--- config.mk ---
export PLATFORM = sky130hd
export DESIGN_NAME = bcd_field_reg_flat
export DESIGN_NICKNAME = d
export VERILOG_FILES = /design/src/rtl/rtc_pkg.sv /design/src/rtl/bcd_field_reg_if.sv /design/src/rtl/bcd_step.sv /design/src/rtl/bcd_field_reg.sv /design/src/flat_wrapper.sv
export SDC_FILE = /design/constraint.sdc
export NUM_CORES = 1
export LEC_CHECK = 0
export ABC_AREA = 0
export BUFFER_PORTS_ARGS = -buffer_cell sky130_fd_sc_hd__clkbuf_2
export CAP_MARGIN = 20
export CORE_UTILIZATION = 40
export CTS_CLUSTER_SIZE = 25
export DETAILED_ROUTE_END_ITERATION = 7
export GPL_TIMING_DRIVEN = 0
export PLACE_DENSITY = 0.63
export SLEW_MARGIN = 5
export SYNTH_ARGS = -nofsm -noshare
export SYNTH_HDL_FRONTEND = slang
export SYNTH_SLANG_ARGS = --single-unit
export TNS_END_PERCENT = 50
--- constraint.sdc ---
create_clock -name CLK -period 2.68 [get_ports CLK]
set_clock_uncertainty 0.15 [all_clocks]
set_input_delay 0.402 -clock CLK [delete_from_list [all_inputs] [get_ports CLK]]
set_output_delay 0.402 -clock CLK [all_outputs]
set_load 0.02 [all_outputs]
--- src/rtl/rtc_pkg.sv ---
// rtl/rtc_pkg.sv - shared RTC datapath constants, BCD digit type and field ranges
package rtc_pkg;

  localparam int NIB_W = 4;

  typedef logic [NIB_W-1:0] bcd_nib_t;

  localparam logic [7:0] SEG_MIN  = 8'h00;
  localparam logic [7:0] SEG_MAX  = 8'h59;
  localparam logic [7:0] MIN_MIN  = 8'h00;
  localparam logic [7:0] MIN_MAX  = 8'h59;
  localparam logic [7:0] HORA_MIN = 8'h00;
  localparam logic [7:0] HORA_MAX = 8'h23;
  localparam logic [7:0] DIA_MIN  = 8'h01;
  localparam logic [7:0] DIA_MAX  = 8'h31;
  localparam logic [7:0] MES_MIN  = 8'h01;
  localparam logic [7:0] MES_MAX  = 8'h12;
  localparam logic [7:0] ANO_MIN  = 8'h00;
  localparam logic [7:0] ANO_MAX  = 8'h99;

endpackage

--- src/rtl/bcd_field_reg_if.sv ---
// rtl/bcd_field_reg_if.sv - button, load and value signals of one BCD field register
interface bcd_field_reg_if #(
  parameter int W = 8
);
  logic         UP;
  logic         DOWN;
  logic         Modificando;
  logic         Actualizar;
  logic [W-1:0] DATA_in;
  logic [W-1:0] DATA_out;
  logic         Cambio;
  logic         Err;

  modport master (
    output UP, DOWN, Modificando, Actualizar, DATA_in,
    input  DATA_out, Cambio, Err
  );

  modport slave (
    input  UP, DOWN, Modificando, Actualizar, DATA_in,
    output DATA_out, Cambio, Err
  );
endinterface

--- src/rtl/bcd_step.sv ---
// rtl/bcd_step.sv - combinational NDIG-digit BCD +/-1 with range-aware wrap or saturation
module bcd_step
  import rtc_pkg::*;
#(
  parameter int                  NDIG    = 2,
  parameter logic [4*NDIG-1:0]   MIN_VAL = '0,
  parameter logic [4*NDIG-1:0]   MAX_VAL = '1,
  parameter bit                  WRAP    = 1'b1
) (
  input  logic [4*NDIG-1:0] val,
  input  logic              up,
  output logic [4*NDIG-1:0] nxt,
  output logic              at_lim
);
  localparam int W = NIB_W * NDIG;

  logic [W-1:0] arith;
  logic         cy;
  bcd_nib_t     nib;

  always_comb begin
    arith = '0;
    cy    = 1'b1;
    nib   = '0;
    // Carry/borrow ripples upward only while the lower digit rolled over.
    for (int i = 0; i < NDIG; i++) begin
      nib = val[i*NIB_W +: NIB_W];
      if (!cy) begin
        arith[i*NIB_W +: NIB_W] = nib;
      end else if (up) begin
        if (nib >= 4'd9) begin
          arith[i*NIB_W +: NIB_W] = 4'd0;
        end else begin
          arith[i*NIB_W +: NIB_W] = nib + 4'd1;
          cy = 1'b0;
        end
      end else begin
        if (nib == 4'd0) begin
          arith[i*NIB_W +: NIB_W] = 4'd9;
        end else begin
          arith[i*NIB_W +: NIB_W] = nib - 4'd1;
          cy = 1'b0;
        end
      end
    end

    at_lim = up ? (val >= MAX_VAL) : (val <= MIN_VAL);
    if (at_lim) begin
      nxt = WRAP ? (up ? MIN_VAL : MAX_VAL) : val;
    end else begin
      nxt = arith;
    end
  end
endmodule

--- src/rtl/bcd_field_reg.sv ---
// rtl/bcd_field_reg.sv - BCD time/date field: RTC load with validation, button stepping, auto-repeat
module bcd_field_reg
  import rtc_pkg::*;
#(
  parameter int                NDIG     = 2,
  parameter logic [4*NDIG-1:0] MIN_VAL  = 8'h00,
  parameter logic [4*NDIG-1:0] MAX_VAL  = 8'h99,
  parameter logic [4*NDIG-1:0] RST_VAL  = 8'h22,
  parameter bit                WRAP     = 1'b1,
  parameter int                HOLD_CYC = 0,
  parameter int                REP_CYC  = 1
) (
  input logic             CLK,
  input logic             RST,
  bcd_field_reg_if.slave  bus
);
  localparam int W  = NIB_W * NDIG;
  localparam int CW = (HOLD_CYC > 0) ? $clog2(HOLD_CYC + 1) : 1;
  localparam logic [CW-1:0] RELOAD = CW'(HOLD_CYC - REP_CYC);

  logic          up_q, up_d, dn_q, dn_d;
  logic [CW-1:0] cnt_q, cnt_d;
  logic [W-1:0]  data_q, data_d;
  logic          cambio_q, cambio_d;
  logic          err_q, err_d;

  logic          single, press, held, rep_hit, step, load_ok;
  logic [W-1:0]  step_nxt;
  logic          step_at_lim;

  bcd_step #(
    .NDIG    (NDIG),
    .MIN_VAL (MIN_VAL),
    .MAX_VAL (MAX_VAL),
    .WRAP    (WRAP)
  ) u_step (
    .val    (data_q),
    .up     (bus.UP),
    .nxt    (step_nxt),
    .at_lim (step_at_lim)
  );

  always_comb begin
    load_ok = (bus.DATA_in >= MIN_VAL) && (bus.DATA_in <= MAX_VAL);
    for (int i = 0; i < NDIG; i++) begin
      if (bus.DATA_in[i*NIB_W +: NIB_W] > 4'd9) load_ok = 1'b0;
    end
  end

  always_comb begin
    up_d     = bus.UP;
    dn_d     = bus.DOWN;
    single   = bus.UP ^ bus.DOWN;
    press    = bus.Modificando && single && ((bus.UP && !up_q) || (bus.DOWN && !dn_q));
    held     = bus.Modificando && single && ((bus.UP && up_q) || (bus.DOWN && dn_q));
    rep_hit  = (HOLD_CYC > 0) && held && ((int'(cnt_q) + 1) == HOLD_CYC);
    step     = press || rep_hit;

    // Any press, release, direction clash or leaving edit mode restarts the hold count.
    cnt_d = '0;
    if ((HOLD_CYC > 0) && held) begin
      cnt_d = rep_hit ? RELOAD : cnt_q + CW'(1);
    end

    data_d   = data_q;
    cambio_d = 1'b0;
    err_d    = 1'b0;
    if (bus.Modificando) begin
      if (step && !(step_at_lim && !WRAP)) begin
        data_d   = step_nxt;
        cambio_d = (step_nxt != data_q);
      end
    end else if (bus.Actualizar) begin
      if (load_ok) data_d = bus.DATA_in;
      else         err_d  = 1'b1;
    end
  end

  always_ff @(posedge CLK) begin
    if (RST) begin
      up_q     <= 1'b0;
      dn_q     <= 1'b0;
      cnt_q    <= '0;
      data_q   <= RST_VAL;
      cambio_q <= 1'b0;
      err_q    <= 1'b0;
    end else begin
      up_q     <= up_d;
      dn_q     <= dn_d;
      cnt_q    <= cnt_d;
      data_q   <= data_d;
      cambio_q <= cambio_d;
      err_q    <= err_d;
    end
  end

  assign bus.DATA_out = data_q;
  assign bus.Cambio   = cambio_q;
  assign bus.Err      = err_q;
endmodule
--- src/flat_wrapper.sv ---
// flat-port wrapper written by rule: the top's interface ports become plain ports
module bcd_field_reg_flat import rtc_pkg::*;
#(
  parameter int                NDIG     = 2,
  parameter logic [4*NDIG-1:0] MIN_VAL  = 8'h00,
  parameter logic [4*NDIG-1:0] MAX_VAL  = 8'h99,
  parameter logic [4*NDIG-1:0] RST_VAL  = 8'h22,
  parameter bit                WRAP     = 1'b1,
  parameter int                HOLD_CYC = 0,
  parameter int                REP_CYC  = 1
)
  (CLK, RST, bus_UP, bus_DOWN, bus_Modificando, bus_Actualizar, bus_DATA_in, bus_DATA_out, bus_Cambio, bus_Err);
  bcd_field_reg_if bus_i ();
  input logic CLK;
  input logic RST;
  input wire logic [$bits(bus_i.UP)-1:0] bus_UP;
  input wire logic [$bits(bus_i.DOWN)-1:0] bus_DOWN;
  input wire logic [$bits(bus_i.Modificando)-1:0] bus_Modificando;
  input wire logic [$bits(bus_i.Actualizar)-1:0] bus_Actualizar;
  input wire logic [$bits(bus_i.DATA_in)-1:0] bus_DATA_in;
  output wire logic [$bits(bus_i.DATA_out)-1:0] bus_DATA_out;
  output wire logic [$bits(bus_i.Cambio)-1:0] bus_Cambio;
  output wire logic [$bits(bus_i.Err)-1:0] bus_Err;
  assign bus_i.UP = bus_UP;
  assign bus_i.DOWN = bus_DOWN;
  assign bus_i.Modificando = bus_Modificando;
  assign bus_i.Actualizar = bus_Actualizar;
  assign bus_i.DATA_in = bus_DATA_in;
  assign bus_DATA_out = bus_i.DATA_out;
  assign bus_Cambio = bus_i.Cambio;
  assign bus_Err = bus_i.Err;
  bcd_field_reg #(.NDIG(NDIG), .MIN_VAL(MIN_VAL), .MAX_VAL(MAX_VAL), .RST_VAL(RST_VAL), .WRAP(WRAP), .HOLD_CYC(HOLD_CYC), .REP_CYC(REP_CYC)) u_core (.CLK(CLK), .RST(RST), .bus(bus_i));
endmodule
==> metrics <==
share of cells above drive strength 1 24.2%; Layout Nets 179; count leader, synth nor2_1; worst path arrival time 2.44 ns; Synth Area in Adders 7.43%; Worst Reg-to-Reg Cells 7; Finished Layout Cells 185; initial antenna violation count 0; GRT Residual Overflow 0; CTS H-tree depth 1; WL final 2.53 mm; pre-CTS WS 0.203 ns; Detail Route Antenna Nets 0; setup TNS 0 ns; GR Util met2 34.2%; CP Cell Sequence inv_1, ha_1, nor3b_4, o311ai_0, nor2_1, o211ai_1, a311oi_1; #FFs+latches synth 12; required time of the critical path 2.65 ns; Worst VDD drop 0.339 mV; Worst R2R Setup Slack 0.22 ns; hold slack 0.166 ns; simple-gate share of the synthesized area 28.6%; clock latency on the worst-skew pair 0.26 ns; Iter 0 DRT Violations 21; Starting Density 44.0%; Residual DRC 0; synth warn 0; fillers 239; Detail Placement HPWL 1.91 mm; CP peak stage delay 0.58 ns; Compound-Gate Fraction of Synth Area 32.4%; syn nets 152; clk slew on worst S/H paths 0.07 ns; Critical Path Source u_core.bus.DATA_out[0]; HP Class in2reg; crit-path max FO 8; Row Count 17; diodes inserted 0; cell taking the most area after synthesis dfxtp_1; number of setup buffers added after CTS 0; Critical Path Start Type flop; Power Density 413 nW/um^2; Setup crit end u_core.bus.DATA_out[6]; largest family of logic cells by synthesized area compound AO/OA/AOI/OAI gates; drt via density 5.77; Period Utilization, post-route 92.0%; Final Hold Fails 0; number of synthesized flops with an enable pin 0; Syn Inst Count 132; global routing's busiest layer met2; most instantiated cells after synthesis nor2_1, nand2_1, dfxtp_1; Post-CTS Hold Buffers 0; Slew Viols, Final 0; top_reg_cell synth dfxtp_1; vias in the first global route 989; largest net degree at the start of global routing 11; CTS resizes 0; maxcap violations 0; Max Fclk 406 MHz; Routability Congestion 0.916; first-pass GRT wire length 4.28 mm; Post-Synth XOR/XNOR Area 0.866%; total power 0.000487 W; Syn Std Cell Area 1010 sq um; Boundary Pins 24; Slew @ Worst Pin 0.614 ns; CP endpoint kind flop; Port Buffers 22; core area 2300 sq um; Detailed Routing Iterations Pass 1 4; root buffer cell clkbuf_4; Netlist cell types 48; R2R Path End u_core.bus.DATA_out[6]; area share of the largest cell type after synthesis 23.8%; DR WL/cell 13.7 microns; grt met3 use 0.870%; final setup vio count 0; result of the run finished, final reports clean; Clock Sinks 12; syn avg cell area 7.66 sq um; # placed instances 182; total CTS buffers 3; Leak 0.489 nW; CP max stage cell o311ai_0; setup ws final 0.215 ns; DR vias 1,068; grt met1 use 28.0%; Seq/Total Area, Yosys 23.8%; ys async rst share 0%; Layout area overhead 16.6%; Worst R2R Start u_core.bus.DATA_out[0]; Die Width 52.3 microns; RSZ-0062 raised after global routing false; die area 2730 sq um; Clock Path Buffers 2; Max transition margin 58.6%; largest cells by area after synthesis dfxtp_1, ha_1, nor2_1, nand2_1, a21oi_1; Die Y 52.3 microns; Tot GR Track Use 20.8%; multiplexer share of the synthesized area 0%; TritonCTS clock tree yes; post-route minimum period 2.46 ns; Worst Setup Path Type reg2reg
## cells in the final DEF, fill, tap and decap left out, drive strengths merged, types with 2 or more instances in the layout
| cell | Yosys | layout |
|---|---|---|
| a211oi | 3 | 3 |
| a21oi | 8 | 8 |
| a311oi | 4 | 4 |
| buf | 4 | 4 |
| clkbuf | 4 | 29 |
| dfxtp | 12 | 12 |
| ha | 6 | 6 |
| inv | 7 | 7 |
| nand2 | 14 | 14 |
| nand2b | 3 | 3 |
| nor2 | 16 | 16 |
| nor2b | 2 | 2 |
| nor3 | 3 | 3 |
| nor3b | 4 | 4 |
| o211ai | 5 | 5 |
| o21a | 2 | 2 |
| o21ai | 8 | 8 |
| o221ai | 2 | 2 |
| o311ai | 2 | 2 |
## critical path, delay by kind of cell, from the launching register on
| kind | cells | cell delay, ns |
|---|---|---|
| AND/OR/NAND/NOR | 2 | 0.41 |
| buffers and inverters | 1 | 0.10 |
| adder cells (fa/ha/maj) | 1 | 0.30 |
| AO/OA/AOI/OAI | 3 | 0.90 |
| flip-flops | 1 | 0.47 |
## per-stage QoR
step | instance area, sq um | util [%]
detailed placement | 1160 | 50.3
CTS | 1180 | 51.3
finish | 1180 | 51.3
floorplan | 1010 | -
global route | 1180 | 51.3
global placement | 1160 | 50.3
## layer usage
metal  wire length, microns  vias to the layer above
met3                     99                        4
met4                     40                        0
li1                       -                      542
met1                   1200                      497
met5                      0                        -
met2                   1190                       25
## cells by family after synthesis
kind of cell | after synthesis
AO/OA/AOI/OAI | 45
buffers and inverters | 16
XOR/XNOR | 1
adder cells (fa/ha/maj) | 6
AND/OR/NAND/NOR | 52
flip-flops | 12
## layout make-up
cell class | instances | area (sq um) | area share [%]
Multi-Input combinational cell | 104 | 701 | 59.4
Sequential cell | 12 | 240 | 20.4
Timing Repair Buffer | 22 | 110 | 9.34
Buffer | 8 | 40.0 | 3.40
Tap cell | 28 | 35.0 | 2.97
Inverter | 8 | 30.0 | 2.55
Clock buffer | 3 | 22.5 | 1.91
## flip-flops by register name, summed over array words and instances, names as in the netlist
register,cells
u_core.bus.Cambio,1
u_core.dn_q,1
u_core.bus.Err,1
u_core.bus.DATA_out,8
u_core.up_q,1
## worst min path at each step
stage	slack, ns	start	cells after the start	to
2_1_floorplan	0.32	RST	1	u_core.dn_q
3_3_place_gp	0.45	RST	2	u_core.dn_q
3_5_place_dp	0.45	RST	2	u_core.dn_q
4_1_cts	0.16	RST	2	u_core.dn_q
5_1_grt	0.17	RST	2	u_core.dn_q
6_report	0.17	RST	2	u_core.dn_q
## where the power goes
group          switching [W]  internal (W)
clock network      0.0000543     0.0000519
registers          0.0000141      0.000191
logic               0.000106     0.0000697
Power figures use the tool's default switching activity.
